File: src/rtl/bit_serializer_pkg.sv
// Shared types and constants for the bit serializer.
// Optional feature macro: BIT_SERIALIZER_PARITY_EN adds an even-parity bit after each word.
package bit_serializer_pkg;

   localparam int unsigned DEFAULT_WIDTH = 8;

`ifdef BIT_SERIALIZER_PARITY_EN
   typedef enum logic [1:0] {
      IDLE  = 2'd0,
      SHIFT = 2'd1,
      PAR   = 2'd2
   } state_t;
`else
   typedef enum logic {
      IDLE  = 1'b0,
      SHIFT = 1'b1
   } state_t;
`endif

   // Bits needed to count 0..w inclusive.
   function automatic int unsigned cnt_width(input int unsigned w);
      return $clog2(w + 1);
   endfunction

endpackage

File: src/rtl/bit_serializer_if.sv
// Producer-side word handshake plus serial output bundle of the bit serializer.
// Feature macro honoured by the design: BIT_SERIALIZER_PARITY_EN.
interface bit_serializer_if
   import bit_serializer_pkg::*;
#(
   parameter int unsigned WIDTH = DEFAULT_WIDTH
);

   logic [WIDTH-1:0] din;
   logic             din_valid;
   logic             din_ready;
   logic             sout;
   logic             sout_valid;
   logic             sout_sof;
   logic             busy;

   // Producer / observer side.
   modport master (
      output din,
      output din_valid,
      input  din_ready,
      input  sout,
      input  sout_valid,
      input  sout_sof,
      input  busy
   );

   // Serializer side.
   modport slave (
      input  din,
      input  din_valid,
      output din_ready,
      output sout,
      output sout_valid,
      output sout_sof,
      output busy
   );

endinterface

File: src/rtl/bit_serializer_hold.sv
// One-entry holding register between the producer and the shifter.
// Independent of BIT_SERIALIZER_PARITY_EN.
module bit_serializer_hold
   import bit_serializer_pkg::*;
#(
   parameter int unsigned WIDTH = DEFAULT_WIDTH
) (
   input  logic             clk,
   input  logic             rst,
   input  logic [WIDTH-1:0] din,
   input  logic             din_valid,
   output logic             din_ready,
   input  logic             take,
   output logic [WIDTH-1:0] data,
   output logic             full,
   output logic             full_nxt_c
);

   logic accept_c;

   // Ready is the inverse of the full flag, held low while reset is asserted.
   assign din_ready = rst & ~full;
   assign accept_c  = din_valid & din_ready;

   // Accept and take never coincide: take needs full, accept needs empty.
   assign full_nxt_c = accept_c | (full & ~take);

   // Hold flag and captured word.
   always_ff @(posedge clk or negedge rst) begin
      if (!rst) begin
         full <= 1'b0;
         data <= '0;
      end else begin
         full <= full_nxt_c;
         if (accept_c) begin
            data <= din;
         end
      end
   end

endmodule

File: src/rtl/bit_serializer.sv
// Word-to-bit serializer: holding register feeding a WIDTH-bit shifter, one bit per cycle.
// Define BIT_SERIALIZER_PARITY_EN to append an even-parity bit (XOR of the data bits) to each word.
module bit_serializer
   import bit_serializer_pkg::*;
#(
   parameter int unsigned WIDTH     = DEFAULT_WIDTH,
   parameter int unsigned MSB_FIRST = 1
) (
   input  logic             clk,
   input  logic             rst,
   bit_serializer_if.slave  bus
);

   localparam int unsigned CW = cnt_width(WIDTH);

   state_t           state_q, state_d;
   logic [WIDTH-1:0] shreg_q, shreg_d;
   logic [CW-1:0]    cnt_q, cnt_d;
   logic             sout_q, sout_d;
   logic             sv_q, sv_d;
   logic             sof_q, sof_d;
   logic             busy_q, busy_d;
`ifdef BIT_SERIALIZER_PARITY_EN
   logic             par_q, par_d;
`endif

   logic [WIDTH-1:0] hold_data;
   logic             hold_full;
   logic             hold_full_nxt;
   logic             take_c;

   bit_serializer_hold #(
      .WIDTH (WIDTH)
   ) u_hold (
      .clk        (clk),
      .rst        (rst),
      .din        (bus.din),
      .din_valid  (bus.din_valid),
      .din_ready  (bus.din_ready),
      .take       (take_c),
      .data       (hold_data),
      .full       (hold_full),
      .full_nxt_c (hold_full_nxt)
   );

   // Next state, shifter and next output values; a load presents the first bit on the same edge.
   always_comb begin
      state_d = state_q;
      shreg_d = shreg_q;
      cnt_d   = cnt_q;
      sout_d  = 1'b0;
      sv_d    = 1'b0;
      sof_d   = 1'b0;
      take_c  = 1'b0;
`ifdef BIT_SERIALIZER_PARITY_EN
      par_d   = par_q;
`endif

      case (state_q)
         IDLE: begin
            if (hold_full) begin
               take_c = 1'b1;
            end
         end
         SHIFT: begin
            if (cnt_q == CW'(WIDTH)) begin
`ifdef BIT_SERIALIZER_PARITY_EN
               state_d = PAR;
               sout_d  = par_q;
               sv_d    = 1'b1;
`else
               if (hold_full) begin
                  take_c = 1'b1;
               end else begin
                  state_d = IDLE;
               end
`endif
            end else begin
               sv_d  = 1'b1;
               cnt_d = cnt_q + CW'(1);
               if (MSB_FIRST != 0) begin
                  sout_d  = shreg_q[WIDTH-1];
                  shreg_d = {shreg_q[WIDTH-2:0], 1'b0};
               end else begin
                  sout_d  = shreg_q[0];
                  shreg_d = {1'b0, shreg_q[WIDTH-1:1]};
               end
            end
         end
`ifdef BIT_SERIALIZER_PARITY_EN
         PAR: begin
            if (hold_full) begin
               take_c = 1'b1;
            end else begin
               state_d = IDLE;
            end
         end
`endif
         default: begin
            state_d = IDLE;
         end
      endcase

      // Reload from the holding register: first bit goes out now, the rest stay in the shifter.
      if (take_c) begin
         state_d = SHIFT;
         sv_d    = 1'b1;
         sof_d   = 1'b1;
         cnt_d   = CW'(1);
         if (MSB_FIRST != 0) begin
            sout_d  = hold_data[WIDTH-1];
            shreg_d = {hold_data[WIDTH-2:0], 1'b0};
         end else begin
            sout_d  = hold_data[0];
            shreg_d = {1'b0, hold_data[WIDTH-1:1]};
         end
`ifdef BIT_SERIALIZER_PARITY_EN
         par_d = ^hold_data;
`endif
      end
   end

   // Busy tracks the next state and the next hold flag so the registered copy matches them.
   always_comb begin
      busy_d = (state_d != IDLE) | hold_full_nxt;
   end

   // State, shifter, counter and output registers.
   always_ff @(posedge clk or negedge rst) begin
      if (!rst) begin
         state_q <= IDLE;
         shreg_q <= '0;
         cnt_q   <= '0;
         sout_q  <= 1'b0;
         sv_q    <= 1'b0;
         sof_q   <= 1'b0;
         busy_q  <= 1'b0;
`ifdef BIT_SERIALIZER_PARITY_EN
         par_q   <= 1'b0;
`endif
      end else begin
         state_q <= state_d;
         shreg_q <= shreg_d;
         cnt_q   <= cnt_d;
         sout_q  <= sout_d;
         sv_q    <= sv_d;
         sof_q   <= sof_d;
         busy_q  <= busy_d;
`ifdef BIT_SERIALIZER_PARITY_EN
         par_q   <= par_d;
`endif
      end
   end

   assign bus.sout       = sout_q;
   assign bus.sout_valid = sv_q;
   assign bus.sout_sof   = sof_q;
   assign bus.busy       = busy_q;

endmodule

File: src/flat_wrapper.sv
// flat-port wrapper written by rule: the top's interface ports become plain ports
module bit_serializer_flat import bit_serializer_pkg::*;
#(
   parameter int unsigned WIDTH     = DEFAULT_WIDTH,
   parameter int unsigned MSB_FIRST = 1
)
  (clk, rst, bus_din, bus_din_valid, bus_din_ready, bus_sout, bus_sout_valid, bus_sout_sof, bus_busy);
  bit_serializer_if #(.WIDTH(WIDTH)) bus_i ();
  input  logic clk;
  input  logic rst;
  input wire logic [$bits(bus_i.din)-1:0] bus_din;
  input wire logic [$bits(bus_i.din_valid)-1:0] bus_din_valid;
  output wire logic [$bits(bus_i.din_ready)-1:0] bus_din_ready;
  output wire logic [$bits(bus_i.sout)-1:0] bus_sout;
  output wire logic [$bits(bus_i.sout_valid)-1:0] bus_sout_valid;
  output wire logic [$bits(bus_i.sout_sof)-1:0] bus_sout_sof;
  output wire logic [$bits(bus_i.busy)-1:0] bus_busy;
  assign bus_i.din = bus_din;
  assign bus_i.din_valid = bus_din_valid;
  assign bus_din_ready = bus_i.din_ready;
  assign bus_sout = bus_i.sout;
  assign bus_sout_valid = bus_i.sout_valid;
  assign bus_sout_sof = bus_i.sout_sof;
  assign bus_busy = bus_i.busy;
  bit_serializer #(.WIDTH(WIDTH), .MSB_FIRST(MSB_FIRST)) u_core (.clk(clk), .rst(rst), .bus(bus_i));
endmodule
File: config.mk
export PLATFORM = sky130hd
export DESIGN_NAME = bit_serializer_flat
export DESIGN_NICKNAME = d
export VERILOG_FILES = /design/src/rtl/bit_serializer_pkg.sv /design/src/rtl/bit_serializer_if.sv /design/src/rtl/bit_serializer_hold.sv /design/src/rtl/bit_serializer.sv /design/src/flat_wrapper.sv
export SDC_FILE = /design/constraint.sdc
export NUM_CORES = 1
export LEC_CHECK = 0
export CORE_MARGIN = 4
export CORE_UTILIZATION = 31
export CTS_CLUSTER_DIAMETER = 80
export DETAILED_ROUTE_END_ITERATION = 6
export GPL_ROUTABILITY_DRIVEN = 0
export PLACE_DENSITY_LB_ADDON = 0.25
export SYNTH_ARGS = -nofsm -noshare
export SYNTH_HDL_FRONTEND = slang
export SYNTH_HIERARCHICAL = 1
export SYNTH_SLANG_ARGS = --single-unit
export TNS_END_PERCENT = 10
File: constraint.sdc
create_clock -name clk -period 1.9 [get_ports clk]
set_input_delay 0.57 -clock clk [delete_from_list [all_inputs] [get_ports clk]]
set_output_delay 0.57 -clock clk [all_outputs]
set_load 0.01 [all_outputs]
# Word-level counts from Yosys, hierarchy flattened

Index checks and enable logic that the tools add are counted.
Widths: inputs -> output; s select.

Register bits: 26
Input port bits: 11
Output and inout bits: 5
Logic and storage cells: 41

$add $sub $neg: 1
Eq/ne operators: 2
Muxes and demuxes: 19
Bitwise logic cells: 8
Reduce and logical (&&, ||, !) cells: 2

Operators by type and width:

| cell                | count |
|---|---|
| $mux 8              | 3 |
| $mux 1              | 12 |
| $mux 4              | 3 |
| $add 4x1->4 const B | 1 |
| $eq 4x4->1 const B  | 1 |
| $and 1x1->1         | 3 |
| $not 1->1           | 3 |
| $ne 2x2->1 const B  | 1 |
| $or 1x1->1          | 2 |
| $pmux 1 s2          | 1 |
| $reduce_and 2->1    | 1 |
| $reduce_bool 2->1   | 1 |

# Longest topological paths before layout

Gate-level depths: netlist (run 1).

Depth in word-level cells: 7
Depth in mapped cells: 8
Gate-level depth less buffers: 7

# Cells and area by module

Netlist (run 1), hierarchy kept.

Modules (own cells, without submodules):

| module              | times used | cells each | area an instance (µm²) | sequential area each (µm²) |
|---|---|---|---|---|
| bit_serializer      | 1          | 65         | 753.2                  | 400.4 |
| bit_serializer_hold | 1          | 21         | 352.8                  | 225.2 |

# Least setup slack after synthesis (run 1)

OpenSTA, ideal clock, no wires.

Path type: register -> register
Start: reg u_core.cnt_q[1]
End: reg u_core.busy_q, in the netlist u_core/bus.busy
Data arrival time: 1.313 ns
Slack: 0.462 ns
Cell stages (with the launch flop): 9
Buffers on the path: 1
Clock period less this slack: 1.438 ns
Cells stage by stage: dfrtp_1 > inv_1 > ha_1 > nand3b_4 > buf_4 > nand2_1 > and2_1 > o21ai_0 > nand2b_1

Cells in the longest elaborated chain, start to end: 7
Elaborated cells between the ends (all ways): 10
Classes of those cells: 1 x eq/ne; 5 x mux; 4 x bitwise

Ends and longest elaborated chain:

| element                  | line                      | source |
|---|---|---|
| from (decl)              | bit_serializer.sv:18      | `logic [CW-1:0] cnt_q, cnt_d;` |
| from (signal assigned)   | bit_serializer.sv:144     | `cnt_q <= cnt_d;` |
| $eq 4x4->1               | bit_serializer.sv:66      | `if (cnt_q == CW'(WIDTH)) begin` |
| $mux 1                   | bit_serializer.sv:66      |  |
| $pmux 1 s2               | bit_serializer.sv:59      | `case (state_q)` |
| $not 1->1                | bit_serializer_hold.sv:26 | `assign full_nxt_c = accept_c \| (full & ~take);` |
| $and 1x1->1              | bit_serializer_hold.sv:26 |  |
| $or 1x1->1               | bit_serializer_hold.sv:26 |  |
| net u_core.hold_full_nxt | bit_serializer.sv:29      | `logic hold_full_nxt;` |
| $or 1x1->1               | bit_serializer.sv:125     | `busy_d = (state_d != IDLE) \| hold_full_nxt;` |
| net u_core.busy_d        | bit_serializer.sv:22      | `logic busy_q, busy_d;` |
| to (signal assigned)     | bit_serializer.sv:148     | `busy_q <= busy_d;` |
| to (decl)                | bit_serializer.sv:22      |  |

The timed path passes the listed nets, and every way through them passes these cells.
A chain may end at the register's enable or synchronous reset.

# Worst setup path in the final report (run 1)

Start: reg u_core.sv_q, in the netlist u_core/bus.sout_valid
End: out bus_sout_valid

RTL lines:

| element                | line                  | source |
|---|---|---|
| from (decl)            | bit_serializer.sv:20  | `logic sv_q, sv_d;` |
| from (signal assigned) | bit_serializer.sv:146 | `sv_q <= sv_d;` |
| to (decl)              | flat_wrapper.sv:15    | `output wire logic [$bits(bus_i.sout_valid)-1:0] bus_sout_valid;` |

No word-level cell between the ends.

==> qor.yml, run 1 <==
sta:
  worst_pin_slew_ns: 0.446
  min_period_ns: 1.76
  skew_ns: 0.00795
  relSlewSlack_pct: 70.2
  fin_crit_sh_pct: 92.5
  hold_viol_final: 0
  setup-violations-final: 0
  fmax_ghz: 0.569
  finalMaxSlewViolations: 0
  rsz0062_at_grt: "false"
placement:
  post-dp-hpwl_um: 1240
  port_buffers: 15
  dp.cells: 145
yosys:
  ys_seq_area_share_pct: 56.6
  syn_nets: 99
  avgSynthCellArea_sq_um: 12.9
  async_flop_share_pct: 100
  yosys.area_share.adder_pct: 2.26
  synthMuxAreaShare_pct: 16.3
  synth-seq-cells: 25
  synth_flop_cell: "dfrtp_1"
  yosys.area.top_type: "dfrtp_1"
  synth_top_area_share_pct: 56.6
  ys_top_cells_by_count: "dfrtp_1 (25), nand3_1 (10), mux2i_1 (9)"
  synth_cell_type_count: 22
  synth_top_family_by_area: "multiplexers"
  synth-xor-area-share_pct: 0.792
  yosysMostFrequentCell: "dfrtp_1"
  syn_area_sq_mm: 0.00111
  synthSimpleGateAreaFrac_pct: 12.2
  synthTopCellsByArea: "dfrtp_1 (57%), mux2i_1 (8.1%), mux2_2 (8.1%)"
  syn_inst: 86
  synth_compound_area_share_pct: 7.58
  synth_edf_count: 0
  ys_warn_count: 6
power:
  max-vdd-ir-drop_mv: 0.483
  leakage_nw: 0.621
  p_per_area_mw_per_mm2: 1400
setup_path:
  startpoint_type: "flip-flop"
  path_max_fanout: 1
  crit_buf_inv: 1
  cp_slowest_cell: "clkdlybuf4s50_1"
  max_stage_delay_ns: 0.53
  cpLargestDelayFamily: "buffers and inverters"
  cp.required_ns: 1.33
  crit_type: "flip-flop to primary output"
  setup.worst_path.end_class: "primary output"
  cp.arrival_ns: 1.19
  cp_cell_sequence: "clkdlybuf4s50_1"
floorplan:
  die_w_um: 67.7
  coreArea_sq_mm: 0.00339
  fp.dieH_um: 67.7
  num_rows: 21
  dieArea_sq_mm: 0.00459
  top_level_ports: 16
  initial_core_util_pct: 32.6
outcome:
  outcome: "finished, final reports clean"
finish:
  diodes: 0
  post-route-util_pct: 39.1
  num-fill-cells: 319
  nets: 117
  area_growth_pct: 19.7
  final-instance-count-excl-fill: 149
  drive_gt1_share_pct: 20.4
detailed_routing:
  wl_um: 1840
  first_pass_iters: 4
  ant_nets: 0
  drtIter0Drc: 22
  vias: 685
  post-route-drc-count: 0
  wire_per_inst_um: 12.4
  viasPerCell: 4.60
global_routing:
  grt_max_degree: 27
  grt_overflow: 0
  antenna_found_initial: 0
  grt_pass1_wl_um: 3100
  grt.total_usage_pct: 9.16
  grt_pass1_vias: 671
clock_tree:
  cts_tree: "built"
  clkSinkCount: 25
  clk_latency_ns: 0.32
  clk_pin_slew_ns: 0.14
  cts_buffers: 3
  clockBufferDepth: 2
  post_cts_buffers: 0
  cts_hold_buf: 0
  cts_root_buf: "clkbuf_4"
  htreeDepth: 1
job:
  cap_violations: 0
hold_path:
  hold_class: "primary input to asynchronous set/reset pin"
[stage by stage]
stage | area (sq um) | hold WS (ns) | worst slack [ns] | power (mW) | setup TNS, ns
final | 1320 | 0.370 | 0.142 | 1.85 | 0
after global routing | 1320 | 0.389 | 0.0677 | 2.01 | 0
after CTS | 1320 | 0.369 | 0.114 | 1.88 | 0
after detailed placement | 1300 | 0.495 | -0.389 | 1.65 | -1.78
after global placement | 1300 | 0.488 | -0.376 | 1.62 | -1.71
after floorplan | 1110 | 0.274 | 0.462 | 1.46 | 0
[cells by family after synthesis]
family,Yosys count
and+or+nand+nor,20
AOI/OAI and AO/OA,12
adders and majority gates,2
buffers and inverters,9
DFF,25
muxes,17
xor gates and xnor gates,1
[path summary, 6_finish.rpt]
| check | slack (ns) | depth (start not counted) | startpoint | endpoint |
|---|---|---|---|---|
| hold reg to reg | 0.52 | 1 | u_core/u_hold/data[0] | u_core/u_hold/data[0] |
| hold / removal | 0.37 | 2 | rst | u_core/cnt_q[0] |
| setup reg to reg | 0.37 | 7 | u_core/cnt_q[1] | u_core/bus.busy |
| max in group asynchronous | 1.27 | 2 | rst | u_core/shreg_q[3] |
| min in group clk | 0.52 | 1 | u_core/u_hold/data[0] | u_core/u_hold/data[0] |
| setup / recovery | 0.14 | 1 | u_core/bus.sout_valid | bus_sout_valid |
[timing repair]
action,4_1_cts,5_1_grt
gates resized for setup,5,0
hold endpoints to repair,0,0
endpoints found under the setup margin,1,0
[power by group]
part	switching [mW]	total (mW)	internal, mW
Combinational	0.348	0.741	0.394
Clock	0.155	0.235	0.0803
Sequential	0.133	0.877	0.743
Total	0.635	1.85	1.22
[layer usage]
layer	GRT usage, %	wire length, um
met3	3.49	128
met1	11.1	859
met5	0	0
met4	2.28	13
met2	15.2	843
[cell type report]
type                            instances  area (sq um)  area share (%)
Sequential cell                        25           626            47.3
Multi-Input combinational cell         52           433            32.7
Timing Repair Buffer                   17           159            12.0
Tap cell                               46          57.6            4.35
Clock buffer                            3          22.5            1.70
Inverter                                5          18.8            1.42
Clock inverter                          1          7.51           0.567
[registers in the layout, indices dropped and copies added, names as in the netlist]
register	cells
u_core/bus.sout_valid	1
u_core/cnt_q	4
u_core/u_hold/full	1
u_core/state_q	1
u_core/bus.sout	1
u_core/shreg_q	7
u_core/bus.sout_sof	1
u_core/u_hold/data	8
u_core/bus.busy	1
[layout by cell type (no fill, tap or decap)]
cell type        instances
a22o_1                   1
and2_1                   1
xnor2_1                  1
inv_1                    5
a21oi_2                  1
mux2_2                   8
buf_2                    1
buf_4                    2
nand2b_1                 1
nand3_1                 10
dlygate4sd2_1            1
o31ai_4                  1
nand2_1                  3
nor2_1                   1
clkdlybuf4s50_1         13
ha_1                     2
o21ai_0                  2
and2b_2                  1
mux2i_1                  9
and2_4                   1
dfrtp_1                 25
o21ai_1                  7
clkbuf_4                 3
clkinvlp_4               1
nand3b_4                 2
No activity file was read; power rests on OpenSTA's default activity.
==> run 2: changes to the inputs <==
--- a/config.mk
+++ b/config.mk
@@ -5,6 +5,7 @@
 export SDC_FILE = /design/constraint.sdc
 export NUM_CORES = 1
 export LEC_CHECK = 0
+export CORE_ASPECT_RATIO = 1.1
 export CORE_MARGIN = 4
 export CORE_UTILIZATION = 31
 export CTS_CLUSTER_DIAMETER = 80
==> qor.yml, run 2 (synthesized netlist as in run 1, its figures left out) <==
outcome:
  outcome: "finished, final reports clean"
finish:
  post-route-util_pct: 39.2  # +0.19 points
  largest_reg_flops: 8  # unchanged
  layout_common_cells: "dfrtp_1 (25), clkdlybuf4s50_1 (13), nand3_1 (10), mux2i_1 (9), mux2_2 (8)"
  final-instance-count-excl-fill: 151  # +1.3%
  regMostFlops: "u_core/u_hold/data"
  area_growth_pct: 20.1
  seqCellArea_sq_um: 626  # unchanged
  drive_gt1_share_pct: 19.4  # -0.97 points
  diodes: 0  # unchanged
  multi_input_area_sq_um: 433  # unchanged
  final_common_cell: "dfrtp_1"
  nets: 117  # unchanged
  reg_top3: "u_core/u_hold/data x8, u_core/shreg_q x7, u_core/cnt_q x4"
  num-fill-cells: 328  # +2.8%
setup_path:
  cp.arrival_ns: 1.26  # +0.07 ns
  path_max_fanout: 2  # +1
  setup.worst_path.end_class: "primary output"
  startpoint_type: "primary input"
  reg2reg_depth: 7  # unchanged
  crit_type: "primary input to primary output"
  rrSetupSlack_ns: 0.38  # about the same
  cp.required_ns: 1.33  # about the same
  worstReg2RegEnd: "u_core/bus.busy"
  r2r_start: "u_core/cnt_q[1]"
floorplan:
  top_level_ports: 16  # unchanged
  fp.dieH_um: 70.6  # +4.3%
  die_w_um: 65.0  # -4.1%
  initial_core_util_pct: 32.7  # +0.036 points
  coreArea_sq_mm: 0.00339  # -0.11%
  dieArea_sq_mm: 0.00459  # about the same
  num_rows: 22  # +4.8%
global_routing:
  grt_max_degree: 27  # unchanged
  grt_overflow: 0  # unchanged
  grt_pass1_vias: 717  # +6.9%
  grt_pass1_wl_um: 3190  # +3.1%
  antenna_found_initial: 0  # unchanged
  grt.total_usage_pct: 8.60  # -0.57 points
clock_tree:
  cts_tree: "built"
  clockBufferDepth: 2  # unchanged
  cts_resized: 2  # -3
  cts_root_buf: "clkbuf_4"
  htreeDepth: 1  # unchanged
  clk_latency_ns: 0.31  # about the same
  clk_pin_slew_ns: 0.13  # about the same
  cts_buffers: 3  # unchanged
  post_cts_buffers: 0  # unchanged
  clkSinkCount: 25  # unchanged
  cts_hold_buf: 0  # unchanged
sta:
  setup-violations-final: 0  # unchanged
  relSlewSlack_pct: 71.0  # +0.73 points
  skew_ns: 0.00468  # -0.00328 ns
  fin_tns_setup_ns: 0  # unchanged
  fin_crit_sh_pct: 96.5  # +3.9 points
  hold_ws_ns: 0.444  # +0.0735 ns
  rsz0062_at_grt: "false"
  hold_viol_final: 0  # unchanged
  finalMaxSlewViolations: 0  # unchanged
  min_period_ns: 1.83  # +0.0745 ns
  layout_setup_ws_ns: 0.0674  # -0.0745 ns
  fmax_ghz: 0.546  # -4.1%
  worst_pin_slew_ns: 0.435  # -0.0110 ns
power:
  sw_frac_of_total_pct: 34.1  # -0.17 points
  p_sw_uw: 631  # -0.77%
  p_int_mw: 1.22  # about the same
  seq_power_share_pct: 47.4  # about the same
  max-vdd-ir-drop_mv: 0.423  # -12%
  p_per_area_mw_per_mm2: 1390  # -0.63%
  power_frac_clock_pct: 12.5  # -0.2 points
  leakage_nw: 0.624  # +0.54%
  comb_power_share_pct: 40.1  # about the same
detailed_routing:
  drtIter0Drc: 34  # +55%
  post-route-drc-count: 0  # unchanged
  vias: 690  # +0.73%
  first_pass_iters: 5  # +1
  ant_nets: 0  # unchanged
  viasPerCell: 4.57  # -0.60%
  wl_um: 1830  # -1.0%
  wire_per_inst_um: 12.1  # -2.3%
placement:
  dp_slack_ns: -0.454  # -0.0652 ns
  port_buffers: 15  # unchanged
  post-dp-hpwl_um: 1290  # +3.7%
  dp.cells: 147  # +1.4%
hold_path:
  hold_class: "primary input to asynchronous set/reset pin"
job:
  cap_violations: 0  # unchanged
-- run 2: changes by cell type in the layout (fill, tap and decap cells not counted), sizes merged --
cell / change
buf: -1
clkdlybuf4s15: +1
clkinv: +1
clkinvlp: -1
-- run 2: critical path, cell delays in order --
cell and delay, ns:
dlygate4sd2_1 0.27, and2b_2 0.20, clkdlybuf4s15_1 0.23
-- run 2: power by group through the flow --
stage	combinational, mW	clock, mW	sequential (mW)
2_1_floorplan	0.593	0	0.869
3_3_place_gp	0.738	0	0.884
3_5_place_dp	0.760	0	0.892
4_1_cts	0.755	0.245	0.879
5_1_grt	0.819	0.271	0.909
6_report	0.741	0.230	0.877
-- run 2: layout make-up --
class	count	share of cell area, %
Sequential cell	25	47.1
Multi-Input combinational cell	52	32.6
Timing Repair Buffer	17	12.3
Tap cell	48	4.52
Clock buffer	3	1.69
Inverter	5	1.41
Clock inverter	1	0.377
-- run 2: stage by stage --
step / instance area, sq um / power, mW
floorplan: 1110 / 1.46
global placement: 1300 / 1.62
detailed placement: 1300 / 1.65
CTS: 1330 / 1.88
global route: 1330 / 2.00
finish: 1330 / 1.85
-- run 2: worst max path at each step --
stage,cells past startpoint,slack (ns),to,start
floorplan,8,0.46,u_core/bus.busy,u_core/cnt_q[1]
global placement,3,-0.45,bus_din_ready,rst
detailed placement,3,-0.45,bus_din_ready,rst
CTS,3,0.01,bus_din_ready,rst
global route,3,0.05,bus_din_ready,rst
finish,3,0.07,bus_din_ready,rst
-- run 2: metal layers --
layer / part of all wire, % / routed length [um] / vias up / track usage [%]
met3: 5.3 / 97 / 0 / 1.59
li1: - / - / 330 / -
met2: 47 / 858 / 16 / 14.1
met1: 48 / 869 / 344 / 11.4
met4: 0 / 0 / 0 / 2.82
met5: 0 / 0 / - / 0
==> run 3: changes to the inputs <==
--- a/config.mk
+++ b/config.mk
@@ -12,6 +12,7 @@
 export DETAILED_ROUTE_END_ITERATION = 6
 export GPL_ROUTABILITY_DRIVEN = 0
 export PLACE_DENSITY_LB_ADDON = 0.25
+export SLEW_MARGIN = 5
 export SYNTH_ARGS = -nofsm -noshare
 export SYNTH_HDL_FRONTEND = slang
 export SYNTH_HIERARCHICAL = 1
==> results of run 3 <==
Same layout as run 2: the final DEF is identical, and so are final timing and power.
